===== config.mk =====
export PLATFORM = sky130hd
export DESIGN_NAME = iq_demod_fs4
export DESIGN_NICKNAME = d
export VERILOG_FILES = /design/src/rtl/iq_demod_fs4.sv
export SDC_FILE = /design/constraint.sdc
export NUM_CORES = 1
export LEC_CHECK = 0
export ABC_CLOCK_PERIOD_IN_PS = 1800
export BUFFER_PORTS_ARGS = -buffer_cell sky130_fd_sc_hd__clkbuf_2
export CAP_MARGIN = 20
export CORE_UTILIZATION = 35
export CTS_BUF_LIST = sky130_fd_sc_hd__clkbuf_8
export CTS_CLUSTER_SIZE = 25
export DETAILED_ROUTE_END_ITERATION = 6
export GPL_TIMING_DRIVEN = 0
export PLACE_DENSITY_LB_ADDON = 0.15
export SETUP_SLACK_MARGIN = 0.15
export SLEW_MARGIN = 5
export SYNTH_ARGS = -nofsm -noshare
export SYNTH_HDL_FRONTEND = slang
export SYNTH_SLANG_ARGS = --single-unit

===== constraint.sdc =====
create_clock -name clk -period 1.8 [get_ports clk]
set_clock_uncertainty 0.1 [all_clocks]
set_input_delay 0.18 -clock clk [delete_from_list [all_inputs] [get_ports clk]]
set_output_delay 0.18 -clock clk [all_outputs]
set_load 0.01 [all_outputs]

===== src/rtl/iq_demod_fs4.sv =====
// ---------------------------------------------------------------------------
// iq_demod_fs4
//
// Quadrature down-converter with an fs/4 local oscillator. Each ADC strobe
// mixes the complex IF sample with the current LO phase and registers the
// complex baseband result. At fs/4 the LO only takes the values -1, 0 and +1,
// so the mixer reduces to a swap/negate multiplexer.
//
// Ports:
//   clk         system clock
//   resetn      asynchronous active-low reset
//   ADC_rdy     one-cycle strobe, I_IF/Q_IF valid
//   I_IF, Q_IF  signed IF sample (DATA_W bits)
//   I_BB, Q_BB  signed registered baseband sample (DATA_W bits)
//   demod_rdy   one-cycle strobe, I_BB/Q_BB updated this cycle
//   cosine_out  current LO cosine, 2-bit signed (01=+1, 00=0, 11=-1)
//   sine_out    current LO sine, same encoding
//
// LO_DIR = 0 rotates the spectrum down by fs/4, LO_DIR = 1 rotates it up.
// ---------------------------------------------------------------------------
module iq_demod_fs4 #(
  parameter int DATA_W = 7,
  parameter bit LO_DIR = 1'b0
) (
  input  logic                     clk,
  input  logic                     resetn,
  input  logic                     ADC_rdy,
  input  logic signed [DATA_W-1:0] I_IF,
  input  logic signed [DATA_W-1:0] Q_IF,
  output logic signed [DATA_W-1:0] I_BB,
  output logic signed [DATA_W-1:0] Q_BB,
  output logic                     demod_rdy,
  output logic [1:0]               cosine_out,
  output logic [1:0]               sine_out
);

  typedef enum logic [1:0] {
    PH0 = 2'd0,  // cos +1, sin  0
    PH1 = 2'd1,  // cos  0, sin +1
    PH2 = 2'd2,  // cos -1, sin  0
    PH3 = 2'd3   // cos  0, sin -1
  } lo_state_t;

  localparam logic [1:0] LO_POS  = 2'b01;
  localparam logic [1:0] LO_ZERO = 2'b00;
  localparam logic [1:0] LO_NEG  = 2'b11;

  localparam logic signed [DATA_W-1:0] S_MIN = {1'b1, {(DATA_W-1){1'b0}}};
  localparam logic signed [DATA_W-1:0] S_MAX = {1'b0, {(DATA_W-1){1'b1}}};

  lo_state_t state, state_nxt;

  logic signed [DATA_W-1:0] mix_i, mix_q;

  // Negation with saturation: the most negative code has no positive twin,
  // so it maps onto the positive full-scale value instead of wrapping.
  function automatic logic signed [DATA_W-1:0] sat_neg(
    input logic signed [DATA_W-1:0] x
  );
    if (x == S_MIN) return S_MAX;
    else            return -x;
  endfunction

  // -------------------------------------------------------------------------
  // LO sequencer: state register
  // -------------------------------------------------------------------------
  // NOTE: sequential state uses non-blocking assignments so every register
  // samples the pre-edge values, independent of statement order.
  always_ff @(posedge clk or negedge resetn) begin
    if (!resetn) state <= PH0;
    else         state <= state_nxt;
  end

  // LO sequencer: next-state logic, advances only on a sample strobe
  always_comb begin
    // NOTE: a default assignment first keeps every path covered, so no latch
    // is inferred for combinational outputs.
    state_nxt = state;
    if (ADC_rdy) begin
      unique case (state)
        PH0: state_nxt = PH1;
        PH1: state_nxt = PH2;
        PH2: state_nxt = PH3;
        PH3: state_nxt = PH0;
      endcase
    end
  end

  // LO sequencer: output decode straight from the state register
  always_comb begin
    cosine_out = LO_ZERO;
    sine_out   = LO_ZERO;
    unique case (state)
      PH0: cosine_out = LO_POS;
      PH1: sine_out   = LO_POS;
      PH2: cosine_out = LO_NEG;
      PH3: sine_out   = LO_NEG;
    endcase
  end

  // -------------------------------------------------------------------------
  // Mixer: with one LO component zero and the other +/-1, each output is a
  // plain or negated copy of one input.
  //   sin = +1 (down):  I = Q_IF,  Q = -I_IF
  //   sin = -1 (down):  I = -Q_IF, Q = I_IF
  // Rotating up flips the sign of the sin terms, i.e. swaps those two cases.
  // -------------------------------------------------------------------------
  always_comb begin
    mix_i = I_IF;
    mix_q = Q_IF;
    unique case (state)
      PH0: begin
        mix_i = I_IF;
        mix_q = Q_IF;
      end
      PH1: begin
        if (!LO_DIR) begin
          mix_i = Q_IF;
          mix_q = sat_neg(I_IF);
        end else begin
          mix_i = sat_neg(Q_IF);
          mix_q = I_IF;
        end
      end
      PH2: begin
        mix_i = sat_neg(I_IF);
        mix_q = sat_neg(Q_IF);
      end
      PH3: begin
        if (!LO_DIR) begin
          mix_i = sat_neg(Q_IF);
          mix_q = I_IF;
        end else begin
          mix_i = Q_IF;
          mix_q = sat_neg(I_IF);
        end
      end
    endcase
  end

  // -------------------------------------------------------------------------
  // Output registers: results load on the strobe edge and hold otherwise.
  // -------------------------------------------------------------------------
  // NOTE: only these few control/data registers take the reset; there is no
  // storage array here that would need to stay out of the reset tree.
  always_ff @(posedge clk or negedge resetn) begin
    if (!resetn) begin
      I_BB      <= '0;
      Q_BB      <= '0;
      demod_rdy <= 1'b0;
    end else begin
      demod_rdy <= ADC_rdy;
      if (ADC_rdy) begin
        I_BB <= mix_i;
        Q_BB <= mix_q;
      end
    end
  end

endmodule


== Yosys cells after proc, flatten, opt, wreduce, memory -nomap -nowiden ==
Cells that the tools add are included.

* Register bits after elaboration: 17
* Input bits: 17
* Output and inout bits: 19
* Logic and storage cells: 19

* $add $sub $neg: 2
* Equal/unequal tests: 5
* Mux-type cells: 7
* Reduce and logical (&&, ||, !) cells: 1

{| class="wikitable"
|+ Operators with widths
! kind !! count
|-
| 7-bit case mux with 4 select lines || 2
|-
| 7-bit == test (second input constant) || 2
|-
| 7-bit two-way mux || 2
|-
| 7-bit negator || 2
|-
| 2-bit case mux with 2 select lines || 2
|-
| 2-bit case mux with 4 select lines || 1
|-
| 2-bit == test (second input constant) || 2
|-
| 2-bit by 1-bit == test with 1-bit output (second input constant) || 1
|-
| 2-bit zero test || 1
|}

== Logic depth before layout (Yosys ltp) ==
Gate-level depths: netlist of run 1.

* Word-level depth: 3
* Depth in mapped cells: 8
* Depth with buffers taken out: 6

== Worst setup path before layout of run 1 ==
OpenSTA, ideal clock, no wires.

* Path kind: reg2reg
* From: register state[0]
* To: register Q_BB[5]
* Setup time: 0.124 ns
* Arrival: 1.446 ns
* Required time: 1.576 ns
* Slack: 0.130 ns
* Cell stages (with the launch flop): 7
* Buffers on the path: 0
* Clock period less this slack: 1.670 ns
* Cell sequence: dfrtp_1 -> inv_1 -> ha_1 -> clkinv_1 -> nand2_1 -> a311oi_1 -> a211o_1

* Longest elaborated chain between the ends: 2
* Elaborated cells between the ends (all ways): 5
* Classes of those cells: 3 x eq/ne; 1 x mux; 1 x reduce/logical

{| class="wikitable"
|+ Ends and longest elaborated chain
! item !! RTL line !! RTL
|-
| start: declaration || 51 || <nowiki>lo_state_t state, state_nxt;</nowiki>
|-
| start signal: assignment || 71 || <nowiki>else state <= state_nxt;</nowiki>
|-
| 2-bit == test, or another cell as far along || 111 || <nowiki>unique case (state)</nowiki>
|-
| 7-bit case mux with 4 select lines * || 111 ||
|-
| end signal: assignment || 155 || <nowiki>Q_BB <= mix_q;</nowiki>
|-
| end: declaration || 31 || <nowiki>output logic signed [DATA_W-1:0] Q_BB,</nowiki>
|}

Mark *: on every way between the ends. The rest lies on a longest branch, timed or not.
A chain may end at the register's enable or synchronous reset.

== Worst setup path after layout of run 1 ==
* From: register state[0]
* To: register I_BB[5]

* Longest elaborated chain between the ends: 2
* Elaborated cells between the ends (all ways): 5
* Classes of those cells: 3 x eq/ne; 1 x mux; 1 x reduce/logical

{| class="wikitable"
|+ Ends and longest elaborated chain
! item !! RTL line !! RTL
|-
| 2-bit == test, or another cell as far along || 111 ||
|-
| 7-bit case mux with 4 select lines * || 111 ||
|-
| end signal: assignment || 154 || <nowiki>I_BB <= mix_i;</nowiki>
|-
| end: declaration || 30 || <nowiki>output logic signed [DATA_W-1:0] I_BB,</nowiki>
|}

Marks and branches as above.

==> results of run 1 <==
-- area by class of cell --
| class | count | area (sq um) |
|---|---|---|
| Fill cell | 378 | 1970 |
| Multi-Input combinational cell | 144 | 1060 |
| Sequential cell | 17 | 428 |
| Timing Repair Buffer | 46 | 282 |
| Buffer | 14 | 133 |
| Inverter | 17 | 76.3 |
| Tap cell | 50 | 62.6 |
| Clock buffer | 3 | 41.3 |
| Timing Repair inverter | 1 | 6.26 |
| Clock inverter | 1 | 3.75 |
-- metal layers --
layer	routed length (um)	vias to the layer above	part of all wire, %
li1	-	817	-
met1	2180	817	44
met2	2280	91	46
met3	397	13	8.0
met4	113	0	2.3
met5	0	-	0
-- critical path, delay by kind of cell, from the launching register on --
| family | cells | cell delay [ns] |
|---|---|---|
| and+or+nand+nor | 1 | 0.42 |
| adders and majority gates | 1 | 0.17 |
| muxes | 1 | 0.23 |
| buffers and inverters | 1 | 0.10 |
| DFF | 1 | 0.45 |
| AOI/OAI and AO/OA | 2 | 0.19 |
-- cell usage after synthesis (2+ instances only) --
cell | instances | area share (%)
a211oi_1 | 3 | 1.5
a21oi_1 | 13 | 4.3
a221oi_1 | 3 | 1.7
a311oi_1 | 2 | 1.2
a31oi_1 | 7 | 2.9
buf_4 | 2 | 1.0
buf_6 | 4 | 3.0
clkbuf_1 | 6 | 1.5
dfrtp_1 | 17 | 28
ha_1 | 6 | 5.0
inv_1 | 16 | 4.0
mux2i_1 | 2 | 1.3
nand2_1 | 15 | 3.7
nand2b_1 | 7 | 2.9
nand3_1 | 7 | 2.3
nand3b_1 | 5 | 2.5
nor2_1 | 5 | 1.2
nor2b_1 | 5 | 2.1
nor3_1 | 4 | 1.3
nor4_1 | 2 | 0.83
o21ai_0 | 25 | 8.3
o22ai_1 | 5 | 2.1
o311ai_1 | 2 | 1.2
o31ai_1 | 3 | 1.5
or2_2 | 2 | 0.83
or4b_1 | 2 | 1.3
-- report_power, final --
group / switching [mW] / internal, mW
clock network: 0.133 / 0.151
registers: 0.119 / 0.567
logic: 1.07 / 0.940
-- how the worst max path moves through the flow --
stage | endpoint | slack (ns) | cells past startpoint
after floorplan | I_BB[5] | 0.15 | 6
after global placement | Q_BB[5] | -0.15 | 6
after detailed placement | I_BB[5] | -0.12 | 6
after CTS | Q_BB[3] | 0.11 | 6
after global routing | I_BB[5] | 0.02 | 6
final | I_BB[5] | 0.06 | 6
-- sequential cells by signal (all words and copies together) (netlist names) --
register	flops
state	2
demod_rdy	1
Q_BB	7
I_BB	7
-- cell families (layout without fill, tap and decap cells) --
group | count (synthesis) | after routing
multiplexers | 2 | 2
flip-flops | 17 | 17
adder cells (fa/ha/maj) | 6 | 6
AND/OR/NAND/NOR | 64 | 64
buffers and inverters | 31 | 82
AO/OA/AOI/OAI | 72 | 72
-- what timing repair did --
action | CTS | global route
gates cloned | 0 | 1
setup endpoints to repair | 16 | 12
hold buffers | 2 | 0
endpoints found under the hold margin | 18 | 0
pin swaps | 8 | 9
gates resized for setup | 28 | 27
setup buffers | 3 | 8
-- stage by stage --
step	worst slack, ns	power (mW)	hold WS (ns)	setup TNS (ns)
2_1_floorplan	0.154	1.54	-0.216	0
3_3_place_gp	-0.147	2.03	0.0404	-0.582
3_5_place_dp	-0.116	2.03	0.0537	-0.540
4_1_cts	0.107	2.58	0.187	0
5_1_grt	0.0211	3.21	0.209	0
6_report	0.0643	2.98	0.183	0
==> flow_metrics.py, run 1 <==
metrics = {
    "grt": {
        "grt_max_degree": 18,
        "grtUsageMet2_pct": 35.4,
        "gr-usage-met1_pct": 31.9,
        "grt.total_usage_pct": 22.6,
        "grt_pass1_wl_um": 7670,
        "antenna_found_initial": 0,
        "grt_pass1_vias": 1553,
        "use_met3_pct": 2.36,
        "top_usage_layer": "met2",
        "gr-total-overflow": 0,
    },
    "synth": {
        "ys.flop_type": "dfrtp_1",
        "synth-adder-area-share_pct": 4.98,
        "synth.avg_cell_area_sq_um": 7.85,
        "synth_compound_area_share_pct": 30.0,
        "yosys.area_share.simple_pct": 24.9,
        "synth_fp_nets": 215,
        "netlist_instances": 192,
        "synth_top_family_by_area": "compound AO/OA/AOI/OAI gates",
        "ys_seq_elements": 17,
        "muxShareOfSynthArea_pct": 1.33,
        "synth_edf_count": 0,
        "yosysWarnings": 0,
        "synthXorXnorAreaFrac_pct": 0,
        "synth_area_sq_um": 1510,
        "ys_async_sr_fraction_pct": 100,
        "seq_area_frac_synth_pct": 28.2,
        "synth.distinct_cells": 48,
    },
    "power_and_ir_drop": {
        "vdd_drop_max_uv": 880,
        "cellPowerDensity_nw_per_um2": 1430,
        "p_leak_nw": 0.886,
    },
    "route": {
        "dr.pass1.iters": 5,
        "via_count": 1738,
        "viasPerCell": 5.93,
        "drt_wl_total_um": 4970,
        "drc": 0,
        "avgRoutedWirePerCell_um": 17.0,
        "ant_nets": 0,
        "drtIter0Drc": 164,
    },
    "setup_path": {
        "critPathArrivalTime_ns": 1.81,
        "required_ns": 1.88,
        "crit_type": "reg2reg",
        "rrSetupSlack_ns": 0.06,
        "cp_slowest_cell": "dfrtp_2",
        "path_max_fanout": 7,
        "reg2regPathDepth": 6,
        "r2r-end": "I_BB[5]",
        "path_cells": "inv_4 > ha_4 > or4bb_1 > mux2i_2 > a2111oi_4 > o22ai_1",
        "timing.rr.start": "state[0]",
        "cp-end-kind": "flop",
        "crit_start": "state[0]",
        "cp_slowest_stage_delay_ns": 0.45,
        "worstSetupStartpointType": "flop",
    },
    "floorplanning": {
        "dieArea_sq_um": 4570,
        "die_x_um": 67.6,
        "num_rows": 23,
        "core_sq_um": 4060,
        "ios": 36,
        "start_util_pct": 37.2,
        "dieHeight_um": 67.6,
    },
    "placed_design": {
        "numPlacedInstances": 275,
        "place_area_sq_um": 1750,
        "gp_congestion": 0.887,
        "dp_hpwl_um": 3370,
        "port_buffers": 33,
    },
    "cells_and_area": {
        "fin_nets": 267,
        "final_common_cell": "clkbuf_2",
        "final_cell_count_no_fill": 293,
        "antenna_cells": 0,
        "final_util_pct": 51.5,
        "final_cell_mix": "clkbuf_2 (32), o21ai_0 (23), dfrtp_1 (15)",
        "area_growth_pct": 38.6,
        "drive_gt1_share_pct": 37.9,
        "postLayoutCellArea_sq_um": 2090,
    },
    "clocking": {
        "clkTransAtPathRegs_ns": 0.07,
        "cts_root_buffer": "clkbuf_8",
        "clk_latency_ns": 0.25,
        "cts_made_buffers": 3,
        "clockBufferDepth": 2,
        "tritoncts": "built",
        "htreeDepth": 1,
        "cts_sinks": 17,
    },
    "timing": {
        "rsz0062_at_grt": "yes",
        "drv_slew": 0,
        "clock.fmax_mhz": 576,
        "setup_violations": 0,
        "worst_slew_pin_slew_ns": 0.459,
        "hold_viol": 0,
        "slew_headroom_pct": 69.3,
        "period_needed_ns": 1.74,
        "fin_crit_sh_pct": 96.4,
    },
    "min_path": {
        "min_path_type": "in2reg",
        "hp-start": "I_IF[0]",
        "min_path_cells": 3,
        "hold-path-endpoint": "I_BB[0]",
    },
    "flow_run": {
        "cap_violations": 0,
    },
    "run_status": {
        "status": "complete, no violations",
    },
}
Note: power is estimated with default switching activity, not from simulation.
==> run 2: changes to the inputs <==
- CELL_PAD_IN_SITES_DETAIL_PLACEMENT: unset -> 1
- CELL_PAD_IN_SITES_GLOBAL_PLACEMENT: unset -> 2
- CORE_UTILIZATION: 35 -> 31
==> flow_metrics.py, run 2 (synthesized netlist as in run 1, its figures left out) <==
metrics = {
    "run_status": {
        "status": "complete, no violations",
    },
    "grt": {
        "antenna_found_initial": 0,
        "grt_pass1_wl_um": 9340,
        "gr-total-overflow": 0,
        "grt_pass1_vias": 1786,
        "grt.total_usage_pct": 23.7,
        "grt_max_degree": 18,
    },
    "setup_path": {
        "crit_type": "reg2reg",
        "cp_slowest_cell": "dfrtp_1",
        "reg2regPathDepth": 6,
        "path_max_fanout": 6,
        "cp-end-kind": "flop",
        "critPathArrivalTime_ns": 1.84,
        "path_cells": "inv_2 > ha_4 > or4bb_1 > mux2i_2 > a2111oi_4 > o22ai_2",
        "cp_top_family": "flip-flops",
        "required_ns": 1.89,
        "crit_cells": 6,
        "cp_slowest_stage_delay_ns": 0.42,
        "path_buf_inv": 1,
        "worstSetupStartpointType": "flop",
    },
    "clocking": {
        "cts_sinks": 17,
        "clk_latency_ns": 0.26,
        "cts_made_buffers": 3,
        "tritoncts": "built",
        "clockBufferDepth": 2,
        "clkTransAtPathRegs_ns": 0.08,
        "cts_root_buffer": "clkbuf_8",
        "htreeDepth": 1,
    },
    "power_and_ir_drop": {
        "power_mw": 2.93,
        "vdd_drop_max_uv": 398,
        "intPower_mw": 1.60,
        "switching_share_pct": 45.4,
        "net-switching-power_mw": 1.33,
        "cellPowerDensity_nw_per_um2": 1430,
        "p_leak_nw": 0.871,
        "combPwrFrac_pct": 66.7,
        "seqPwrFrac_pct": 22.8,
        "clkPwrFrac_pct": 10.5,
    },
    "floorplanning": {
        "dieHeight_um": 71.7,
        "ios": 36,
        "dieArea_sq_um": 5150,
        "start_util_pct": 32.1,
        "num_rows": 25,
        "core_sq_um": 4690,
        "die_x_um": 71.7,
    },
    "timing": {
        "worst_slack_ns": 0.0480,
        "tns_ns": 0,
        "slew_headroom_pct": 66.7,
        "drv_slew": 0,
        "setup_violations": 0,
        "fin_crit_sh_pct": 97.3,
        "period_needed_ns": 1.75,
        "clock.fmax_mhz": 571,
        "worst_slew_pin_slew_ns": 0.500,
        "rsz0062_at_grt": "yes",
        "hold_viol": 0,
    },
    "min_path": {
        "min_path_type": "in2reg",
        "min_path_cells": 3,
    },
    "route": {
        "dr.pass1.iters": 4,
        "avgRoutedWirePerCell_um": 19.3,
        "ant_nets": 0,
        "drc": 0,
        "drt_wl_total_um": 5650,
        "viasPerCell": 5.88,
        "via_count": 1722,
        "drtIter0Drc": 70,
    },
    "placed_design": {
        "dp_hpwl_um": 4150,
        "gp_congestion": 0.854,
        "port_buffers": 33,
        "place_ws_ns": -0.350,
    },
    "cells_and_area": {
        "num-fill-cells": 555,
        "area_growth_pct": 36.2,
        "largestRegisters": "I_BB (7), Q_BB (7), state (2)",
        "final_cell_mix": "clkbuf_2 (32), o21ai_0 (24), dfrtp_1 (17)",
        "fin_nets": 263,
        "final_common_cell": "clkbuf_2",
        "antenna_cells": 0,
        "drive_gt1_share_pct": 35.6,
    },
    "flow_run": {
        "cap_violations": 0,
    },
}
[run 2: changes by cell type in the layout (fill, tap and decap cells not counted), sizes merged]
| cell | before | now |
|---|---|---|
| buf | 23 | 18 |
| inv | 19 | 16 |
| clkbuf | 38 | 40 |
| clkinv | 0 | 2 |
[run 2: repair_timing]
item / 4_1_cts / 5_1_grt
buffers inserted: 7 / 1
hold buffers: 2 / 0
pin swaps: 11 / 8
setup endpoints to repair: 16 / 16
gates resized for setup: 33 / 11
hold endpoints to repair: 18 / 0
[run 2: through the flow]
stage	instance area, sq um	utilization (%)	cells	hold WS, ns
global placement	1750	37.3	279	0.0466
finish	2050	43.8	293	0.190
global route	2050	43.8	293	0.206
detailed placement	1750	37.3	279	0.0713
floorplan	1520	-	192	-0.216
CTS	2000	42.6	292	0.190
[run 2: power groups by stage]
stage	combinational [mW]	sequential [mW]	clock, mW
after global routing	2.11	0.693	0.329
after CTS	1.84	0.672	0.321
final	1.95	0.668	0.307
after global placement	1.38	0.653	0
after detailed placement	1.43	0.674	0
after floorplan	0.810	0.733	0
[run 2: worst reg2reg max path, stage by stage, from the launching register on]
cell and delay (ns):
dfrtp_1 0.42, inv_2 0.11, ha_4 0.18, or4bb_1 0.43, mux2i_2 0.22, a2111oi_4 0.09, o22ai_2 0.13
[run 2: worst paths after layout]
check                          end  slack (ns)  startpoint
max reg2reg                I_BB[5]        0.05    state[0]
max                        I_BB[5]        0.05    state[0]
min                        I_BB[0]        0.19     I_IF[0]
min reg2reg                Q_BB[3]        0.43     Q_BB[3]
min in group asynchronous  I_BB[5]        0.31      resetn
max in group asynchronous  I_BB[4]        0.95      resetn
[run 2: final cells by class]
class / instances / area, sq um / share of cell area (%)
Buffer: 14 / 136 / 6.64
Clock buffer: 3 / 41.3 / 2.01
Inverter: 17 / 71.3 / 3.47
Multi-Input combinational cell: 144 / 1040 / 50.6
Timing Repair Buffer: 43 / 268 / 13.0
Sequential cell: 17 / 425 / 20.7
Clock inverter: 1 / 5.00 / 0.244
Tap cell: 54 / 67.6 / 3.29
[run 2: per-layer routing]
layer	wire [um]	global-route usage (%)
met5	0	0
met4	81	7.19
met3	171	2.81
met2	2890	42.3
met1	2510	29.7
==> run 3: changes to the inputs <==
--- a/constraint.sdc
+++ b/constraint.sdc
@@ -4,2 +4,2 @@
 set_output_delay 0.18 -clock clk [all_outputs]
-set_load 0.01 [all_outputs]
+set_load 0.1 [all_outputs]
==> flow_metrics.py, run 3 (synthesized netlist as in run 1, its figures left out) <==
metrics = {
    "cells_and_area": {
        "num-fill-cells": 565,
        "largestRegisters": "I_BB (7), Q_BB (7), state (2)",
        "postLayoutCellArea_sq_um": 2230,
        "final_cell_count_no_fill": 293,
        "final_common_cell": "clkbuf_2",
        "drive_gt1_share_pct": 41.4,
        "fin_nets": 263,
        "antenna_cells": 0,
        "area_growth_pct": 48.2,
        "final_cell_mix": "clkbuf_2 (29), o21ai_0 (23), dfrtp_1 (16)",
    },
    "timing": {
        "drv_slew": 0,
        "setup_violations": 2,
        "tns_ns": -0.0318,
        "clock.fmax_mhz": 550,
        "worst_slew_pin_slew_ns": 0.543,
        "slew_headroom_pct": 64.0,
        "hold_viol": 0,
        "worst_slack_ns": -0.0166,
        "period_needed_ns": 1.82,
        "fin_crit_sh_pct": 101,
        "rsz0062_at_grt": "yes",
    },
    "clocking": {
        "clockBufferDepth": 2,
        "clkTransAtPathRegs_ns": 0.07,
        "htreeDepth": 1,
        "cts_made_buffers": 3,
        "clk_latency_ns": 0.26,
        "tritoncts": "built",
        "cts_sinks": 17,
        "cts_root_buffer": "clkbuf_8",
    },
    "grt": {
        "grt_pass1_vias": 1789,
        "antenna_found_initial": 0,
        "grt.total_usage_pct": 22.7,
        "grt_max_degree": 18,
        "grt_pass1_wl_um": 9020,
        "gr-total-overflow": 0,
    },
    "placed_design": {
        "place_area_sq_um": 1790,
        "gp_congestion": 0.856,
        "place_ws_ns": -0.292,
        "numPlacedInstances": 279,
        "port_buffers": 33,
        "dp_hpwl_um": 4110,
    },
    "route": {
        "drt_wl_total_um": 5770,
        "avgRoutedWirePerCell_um": 19.7,
        "ant_nets": 0,
        "viasPerCell": 5.77,
        "drc": 0,
        "dr.pass1.iters": 4,
        "drtIter0Drc": 45,
        "via_count": 1691,
    },
    "run_status": {
        "status": "complete, but fails checks",
        "violations": "setup timing",
    },
    "flow_run": {
        "cap_violations": 0,
    },
    "setup_path": {
        "required_ns": 1.89,
        "critPathArrivalTime_ns": 1.90,
        "reg2regPathDepth": 7,
        "r2r-end": "I_BB[5]",
        "cp_slowest_stage_delay_ns": 0.43,
        "crit_type": "reg2reg",
        "rrSetupSlack_ns": -0.02,
        "cp_slowest_cell": "or4bb_1",
        "timing.critical_path.mode_cell": "buf_6",
        "path_max_fanout": 7,
        "timing.rr.start": "state[1]",
        "path_cells": "buf_6 > buf_6 > ha_4 > or4bb_1 > mux2i_2 > a2111oi_4 > o22ai_1",
        "worstSetupStartpointType": "flop",
        "cp-end-kind": "flop",
    },
    "floorplanning": {
        "num_rows": 25,
        "ios": 36,
        "start_util_pct": 32.1,
        "dieArea_sq_um": 5150,
        "die_x_um": 71.7,
        "core_sq_um": 4690,
        "dieHeight_um": 71.7,
    },
    "min_path": {
        "hold-path-endpoint": "I_BB[0]",
        "min_path_cells": 3,
        "hp-start": "I_IF[0]",
        "min_path_type": "in2reg",
    },
}
run 3: metal layers:
| metal | GRT usage (%) | vias up | share of wire, % |
|---|---|---|---|
| met5 | 0 | - | 0 |
| met4 | 7.19 | 0 | 1.9 |
| met3 | 3.80 | 10 | 3.2 |
| met2 | 40.3 | 35 | 52 |
| met1 | 27.8 | 838 | 43 |
| li1 | - | 808 | - |
run 3: how the worst max path moves through the flow:
stage                         from      end  slack, ns  cells past startpoint
after floorplan           state[0]  I_BB[5]       0.05                      6
after global placement    state[1]  I_BB[5]      -0.23                      7
after detailed placement  state[1]  I_BB[5]      -0.29                      7
after CTS                 state[0]  I_BB[5]       0.04                      6
after global routing      state[1]  I_BB[5]      -0.11                      7
final                     state[1]  I_BB[5]      -0.02                      7
run 3: what timing repair did:
item	CTS	global route
resized for setup	37	33
pin swaps	9	14
hold endpoints to repair	18	0
setup buffers	5	3
endpoints found under the setup margin	18	16
hold buffers	2	0
cloned	0	0
run 3: final cells by class:
cell class	count	area (sq um)	area share (%)
Tap cell	54	67.6	3.02
Clock inverter	1	5.00	0.224
Sequential cell	17	427	19.1
Clock buffer	3	41.3	1.85
Multi-Input combinational cell	144	1160	51.8
Inverter	17	78.8	3.53
Buffer	14	156	7.00
Timing Repair Buffer	43	302	13.5
run 3: per-stage QoR:
| step | hold slack, ns | utilization, % |
|---|---|---|
| 2_1_floorplan | -0.216 | - |
| 3_3_place_gp | 0.0427 | 38.2 |
| 3_5_place_dp | 0.0674 | 38.2 |
| 4_1_cts | 0.186 | 44.1 |
| 5_1_grt | 0.220 | 47.6 |
| 6_report | 0.194 | 47.6 |
run 3: critical path: cells and delay by family (launching register included):
kind / cells / cell delay (ns)
simple gates: 1 / 0.43
flops: 1 / 0.37
mux: 1 / 0.25
compound gates: 2 / 0.22
buf+inv: 2 / 0.21
fa+ha+maj: 1 / 0.16
Power of run 3 is left out: the tool's default activity adds up to more than one toggle a clock period on the data nets, which glitch-free logic cannot reach.
